$ cat src/rtl/lab_counter4.sv
// Multi-mode 4-bit counter: binary up/down, self-correcting Johnson ring and
// maximal LFSR, with synchronous load, count enable and terminal-count flag.
module lab_counter4 #(
    parameter logic [3:0] RESET_VAL = 4'b0000,
    parameter logic [3:0] LFSR_SEED = 4'b0001
) (
    input  logic       clk,
    input  logic       rst,
    input  logic       en,
    input  logic       ld,
    input  logic [3:0] d,
    input  logic [1:0] mode,
    output logic [3:0] out,
    output logic       tc
);

    localparam int unsigned W = 4;

    localparam logic [1:0] MODE_UP   = 2'b00;
    localparam logic [1:0] MODE_DOWN = 2'b01;
    localparam logic [1:0] MODE_JOHN = 2'b10;
    localparam logic [1:0] MODE_LFSR = 2'b11;

    localparam logic [W-1:0] TERM_UP   = 4'b1111;
    localparam logic [W-1:0] TERM_DOWN = 4'b0000;
    localparam logic [W-1:0] TERM_JOHN = 4'b1000;
    localparam logic [W-1:0] TERM_LFSR = 4'b1000;

    logic [W-1:0] nxt;
    logic [W-1:0] term;
    logic         john_legal;

    // Membership in the 8-state twisted ring; anything else is flushed to 0000
    always_comb begin
        john_legal = 1'b0;
        case (out)
            4'b0000, 4'b0001, 4'b0011, 4'b0111,
            4'b1111, 4'b1110, 4'b1100, 4'b1000: john_legal = 1'b1;
            default:                            john_legal = 1'b0;
        endcase
    end

    // Next value of the selected sequence, applied to the current out
    always_comb begin
        nxt = out;
        case (mode)
            MODE_UP:   nxt = W'(out + W'(1));
            MODE_DOWN: nxt = W'(out - W'(1));
            MODE_JOHN: nxt = john_legal ? {out[2:0], ~out[3]} : '0;
            MODE_LFSR: nxt = (out == '0) ? LFSR_SEED : {out[2:0], out[3] ^ out[2]};
            default:   nxt = out;
        endcase
    end

    always_comb begin
        term = TERM_UP;
        case (mode)
            MODE_UP:   term = TERM_UP;
            MODE_DOWN: term = TERM_DOWN;
            MODE_JOHN: term = TERM_JOHN;
            MODE_LFSR: term = TERM_LFSR;
            default:   term = TERM_UP;
        endcase
    end

    // Flags the last step before the sequence wraps; suppressed by reset and load
    assign tc = rst & en & ~ld & (out == term);

    always_ff @(posedge clk or negedge rst) begin
        if (!rst) begin
            out <= RESET_VAL;
        end else if (ld) begin
            out <= d;
        end else if (en) begin
            out <= nxt;
        end
    end

endmodule

$ cat config.mk
export PLATFORM = sky130hd
export DESIGN_NAME = lab_counter4
export DESIGN_NICKNAME = d
export VERILOG_FILES = /design/src/rtl/lab_counter4.sv
export SDC_FILE = /design/constraint.sdc
export NUM_CORES = 1
export LEC_CHECK = 0
export BUFFER_PORTS_ARGS = -buffer_cell sky130_fd_sc_hd__buf_2
export CORE_UTILIZATION = 30
export DETAILED_ROUTE_END_ITERATION = 6
export PLACE_DENSITY = 0.56
export SETUP_SLACK_MARGIN = 0.02
export SYNTH_ARGS = -nofsm -noshare
export SYNTH_HDL_FRONTEND = slang
export SYNTH_SLANG_ARGS = --single-unit
$ cat constraint.sdc
create_clock -name clk -period 1.7 [get_ports clk]
set_input_delay 0.17 -clock clk [delete_from_list [all_inputs] [get_ports clk]]
set_output_delay 0.17 -clock clk [all_outputs]
set_load 0.01 [all_outputs]
; ---- Word level (Yosys, flattened, before mapping)
; Memories as Yosys holds them, arrays and structs flattened.
; Index checks and enable logic that the tools add are counted.
; Widths: inputs -> output; s select.
[classes]
n_mux = 6
reduce_logical = 4
n_bitwise = 6
n_addsub = 2
n_eq_ne = 4
[op_table]
columns = cell, count
row1 = $mux 4, 4
row2 = $pmux 4 s4, 1
row3 = $pmux 4 s3, 1
row4 = $add 4x1->4 const B, 1
row5 = $eq 2x2->1 const B, 2
row6 = $eq 4x4->1, 1
row7 = $logic_not 4->1, 1
row8 = $sub 4x1->4 const B, 1
row9 = $and 1x1->1, 3
row10 = $eq 2x1->1 const B, 1
row11 = $logic_not 2->1, 1
row12 = $not 1->1, 2
row13 = $reduce_bool 2->1, 1
row14 = $reduce_or 2->1, 1
row15 = $xor 1x1->1, 1
[totals]
regBits = 4
mem_count = 1
mem_bits_ro = 16
word_cells = 24
[memory_table]
columns = memory, words, width, rd, rd_ports_with_merged_regs, wr, line_no
row1 = (no name shown), 16, 1, 1, 0, 0, 36  ; case (out)

; ---- Longest topological paths before layout
[logic_depth]
depth_word = 5
mapped_depth = 8
ltp_nobuf = 8

; ---- Worst setup path after synthesis
; OpenSTA, ideal clock, no wires.
[synth_timing]
path_kind = reg-to-reg
startpoint = register out[1]
endpoint = register out[2]
path_slack_ns = 0.107
path_stages_with_launch = 8
setup_ns = 0.130
arrival_time_ns = 1.463
required_ns = 1.570
path_buffers = 1
cell_sequence = dfrtp_1 > buf_2 > xnor2_1 > ha_1 > nor2b_1 > a211o_1 > a21oi_1 > o31ai_1
[synth_between]
elab_chain_len = 5
elab_cells_between_ends = 9
[synth_lines]
columns = item, line_no
row1 = from (decl), 13  ; output logic [3:0] out,
row2 = from (signal assigned), 75  ; out <= nxt;
row3 = $mem_v2 16x1 or $logic_not 4->1 (tied branches), -
row4 = $mux 4 (on tied branches), "49, 50"
row5 = $pmux 4 s4 (*), 46  ; case (mode)
row6 = $mux 4 (*), 74  ; end else if (en) begin
row7 = $mux 4 (*), 72  ; end else if (ld) begin
; Every way passes the cells marked *; elsewhere a longest branch is shown, timed or not. The select of a mux whose other input is x is not followed.
; A chain may end at the register's enable or synchronous reset.

; ---- Worst setup path in the final report
[layout_timing]
startpoint = register out[0]
endpoint = output tc
[layout_between]
elab_chain_len = 2
[layout_lines]
columns = item, line_no
row1 = $eq 4x4->1, 67  ; assign tc = rst & en & ~ld & (out == term);
row2 = $and 1x1->1, 67
row3 = to (decl), 14  ; output logic tc
; Every way passes these cells.

==> impl_results.md <==
* FILL cells at 153
* Area Overhead vs Synth at 38.1%
* DR vias at roughly 560
* RSZ-0062 raised after global routing: true
* Total power at 0.477 mW
* Number of diodes at 0
* Largest register by flop count: out
* Clock slew at reported path FFs at 0.04 ns
* Crit-path cells: and4b_1 > a22oi_2 > o21ai_1 > and3_1 > buf_2
* Int Power at 0.303 mW
* Most common cell after layout, fill and taps aside: buf_2
* Worst-Skew Late Latency at 0.24 ns
* Kind of critical path: reg -> out
* Req. time, crit path at 1.53 ns
* Setup Skew at ~0.0042 ns
* Seq pwr share at 29.2%
* Total clock buffers created by CTS at 3
* Max incr delay on CP at 0.46 ns
* Hold WS at 0.206 ns
* Post-Synth Adder-Cell Area at slightly above 5%
* Sequential share of the synthesized area at 20.3%
* Complex-gate fraction of the synthesized area at a little under a third
* Synth Flop Type: dfrtp_1
* Port bufs at 14
* CP top delay family: flip-flops
* Layout Cells excl Fill at 102
* Routability congestion estimate at around 0.8
* Slew of the pin with the lowest slew margin at ~0.35 ns
* Nets at 100
* Fraction of layout cells with a size suffix above 1 at 40.7%
* Die H at 42.5 um
* Most frequent cells in the layout: 14 x buf_2, 9 x buf_4, 6 x a21oi_1
* Io pins at 15
* Buf/Inv on CP at 1
* Yosys warns at 0
* EDFF count, synth at 0
* Combinational family with the most area after synthesis: compound AO/OA/AOI/OAI gates
* Post-route ant nets at 0
* Worst min path class: in -> reg
* CP max-delay cell: dfrtp_2
* Slew Viols, Final at 0
* Worst vdd ir at 0.414 mV
* P_sw at 0.174 mW
* CTS tree: built
* Max_cap viols at 0
* Row cnt at 14
* Part of the cycle the worst path needs at 96.2%
* Placed instance count at 96
* Leakage Power at 0.314 nW
* Largest net degree at the start of global routing at 12
* Final Hold Violating Endpoints at 0
* CTS Root Cell: clkbuf_4
* Core Footprint at 0.00152 mm2
* CTS Buffer Depth at 2
* Worst EP arrival at 1.46 ns
* Synth area leader: dfrtp_1
* Post-synth top area share at about a fifth
* Post-synthesis simple-gate area fraction at 27.4%
* Dominant cells by area after synthesis: dfrtp_1 20%, a21oi_1 6.1%, ha_1 5.1%, nor2b_1 5.1%, o31ai_1 4.6%
* Global Route Usage Sum at 16.3%
* Antenna violations before repair at 0
* Vias/cell at approximately 5.5
* H-tree depth at 1
* Crit path max fanout at 7
* Worst setup EP type: output pin
* Switching part of the total at 36.5%
* CTS Sinks at 4
* Outcome: finished clean
* Slew headroom at between 70% and 80%
* Total grt overflow at 0
* Vias in the first global route at between 400 and 500
* Pre-antenna DRT Iters at 4
* Max frequency at about 600 MHz
* Fin util at 44.7%
* Comb pwr share at approximately 46%
* Placed standard-cell area at 606 um2
* Clock Power Share at approximately 25%
* DRT iter0 DRCs at 6
* Synth Area in XOR/XNOR at 1.78%
* Syn Std Cell Area at 493 um2
* Reg2reg setup slack at 0.09 ns
* Final TNS setup at 0 ns
* Final HPWL DP at 1030 um
* Final WL at 1390 um
* Mapped Nets at 76
* DR WL/cell at between 10 and 15 um
* First-pass GRT wire length at 2220 um
* Pwr Density at 701 mW/mm2
* DRC at 0
* Die ar. at 0.00181 mm2
* Die X at roughly 43 um
* Post-synth ARST share at 100%
* Yosys reg bits at 4
* Netlist cell types at 35
* Post-synthesis mux area share at 5.08%
* Avg Inst Size Synth at 7.70 um2
* Initial core utilization at 32.3%
* Number of flip-flops under the largest register name at 4
* Startpoint Class: register
* Post-route setup slack at 0.0654 ns
* Final setup viols at 0
* Synth Instances at 64
* Minimum clock period at around 1.6 ns
* Top Registers: out: 4 flops
* Pre-CTS setup slack at 0.105 ns
* Fin area at 681 um2
-- cell families after synthesis --
logic type / Yosys count
compound gates: 23
flops: 4
simple gates: 23
buf+inv: 9
fa+ha+maj: 2
mux: 2
xor+xnor: 1
-- layout make-up --
class / count / area [um2] / share of cell area, %
multi-input cells: 51 / 372 / 54.6
repair buffers: 24 / 148 / 21.7
flip-flops and latches: 4 / 104 / 15.3
clock buffers: 3 / 22.5 / 3.31
well taps: 16 / 20.0 / 2.94
inverters: 4 / 15.0 / 2.21
-- cell usage after synthesis (2+ instances only) --
master and instances:
a21oi_1 6, dfrtp_1 4, inv_1 4, nor2b_1 4
o21ai_0 4, buf_2 3, nand2_1 3, nor2_1 3
o31ai_1 3, ha_1 2, nand2b_1 2, nor3_1 2
nor3b_1 2
-- path summary, 6_finish.rpt --
kind,startpoint,endpoint,cells past startpoint
max reg2reg,out[0],out[1],5
max in group asynchronous,rst,out[1],2
min reg2reg,out[1],out[2],2
min,d[2],out[2],3
max,out[0],tc,5
min in group asynchronous,rst,out[3],2
-- tightest hold or removal path, cell delays in order --
cell and delay, ns:
buf_2 0.08, a21oi_1 0.08, o31ai_1 0.07
-- metal layers --
| metal | wire (um) | GRT usage, % | up-vias |
|---|---|---|---|
| met5 | 0 | 0 | - |
| met4 | 10 | 6.88 | 0 |
| met3 | 88 | 3.88 | 2 |
| met2 | 671 | 26.5 | 23 |
| met1 | 619 | 20.5 | 255 |
| li1 | - | - | 282 |
-- power by group through the flow --
stage	logic (mW)	registers, mW	clock network (mW)
2_1_floorplan	0.132	0.127	0
3_3_place_gp	0.196	0.133	0
3_5_place_dp	0.196	0.132	0
4_1_cts	0.200	0.134	0.124
5_1_grt	0.242	0.141	0.131
6_report	0.218	0.139	0.120
-- repair_timing --
item / CTS / global route
resized for setup: 3 / 5
setup buffers: 0 / 2
pin swaps: 0 / 2
endpoints found under the setup margin: 1 / 1
hold buffers: 1 / 0
hold endpoints to repair: 4 / 0
(Power assumes the default switching activity.)
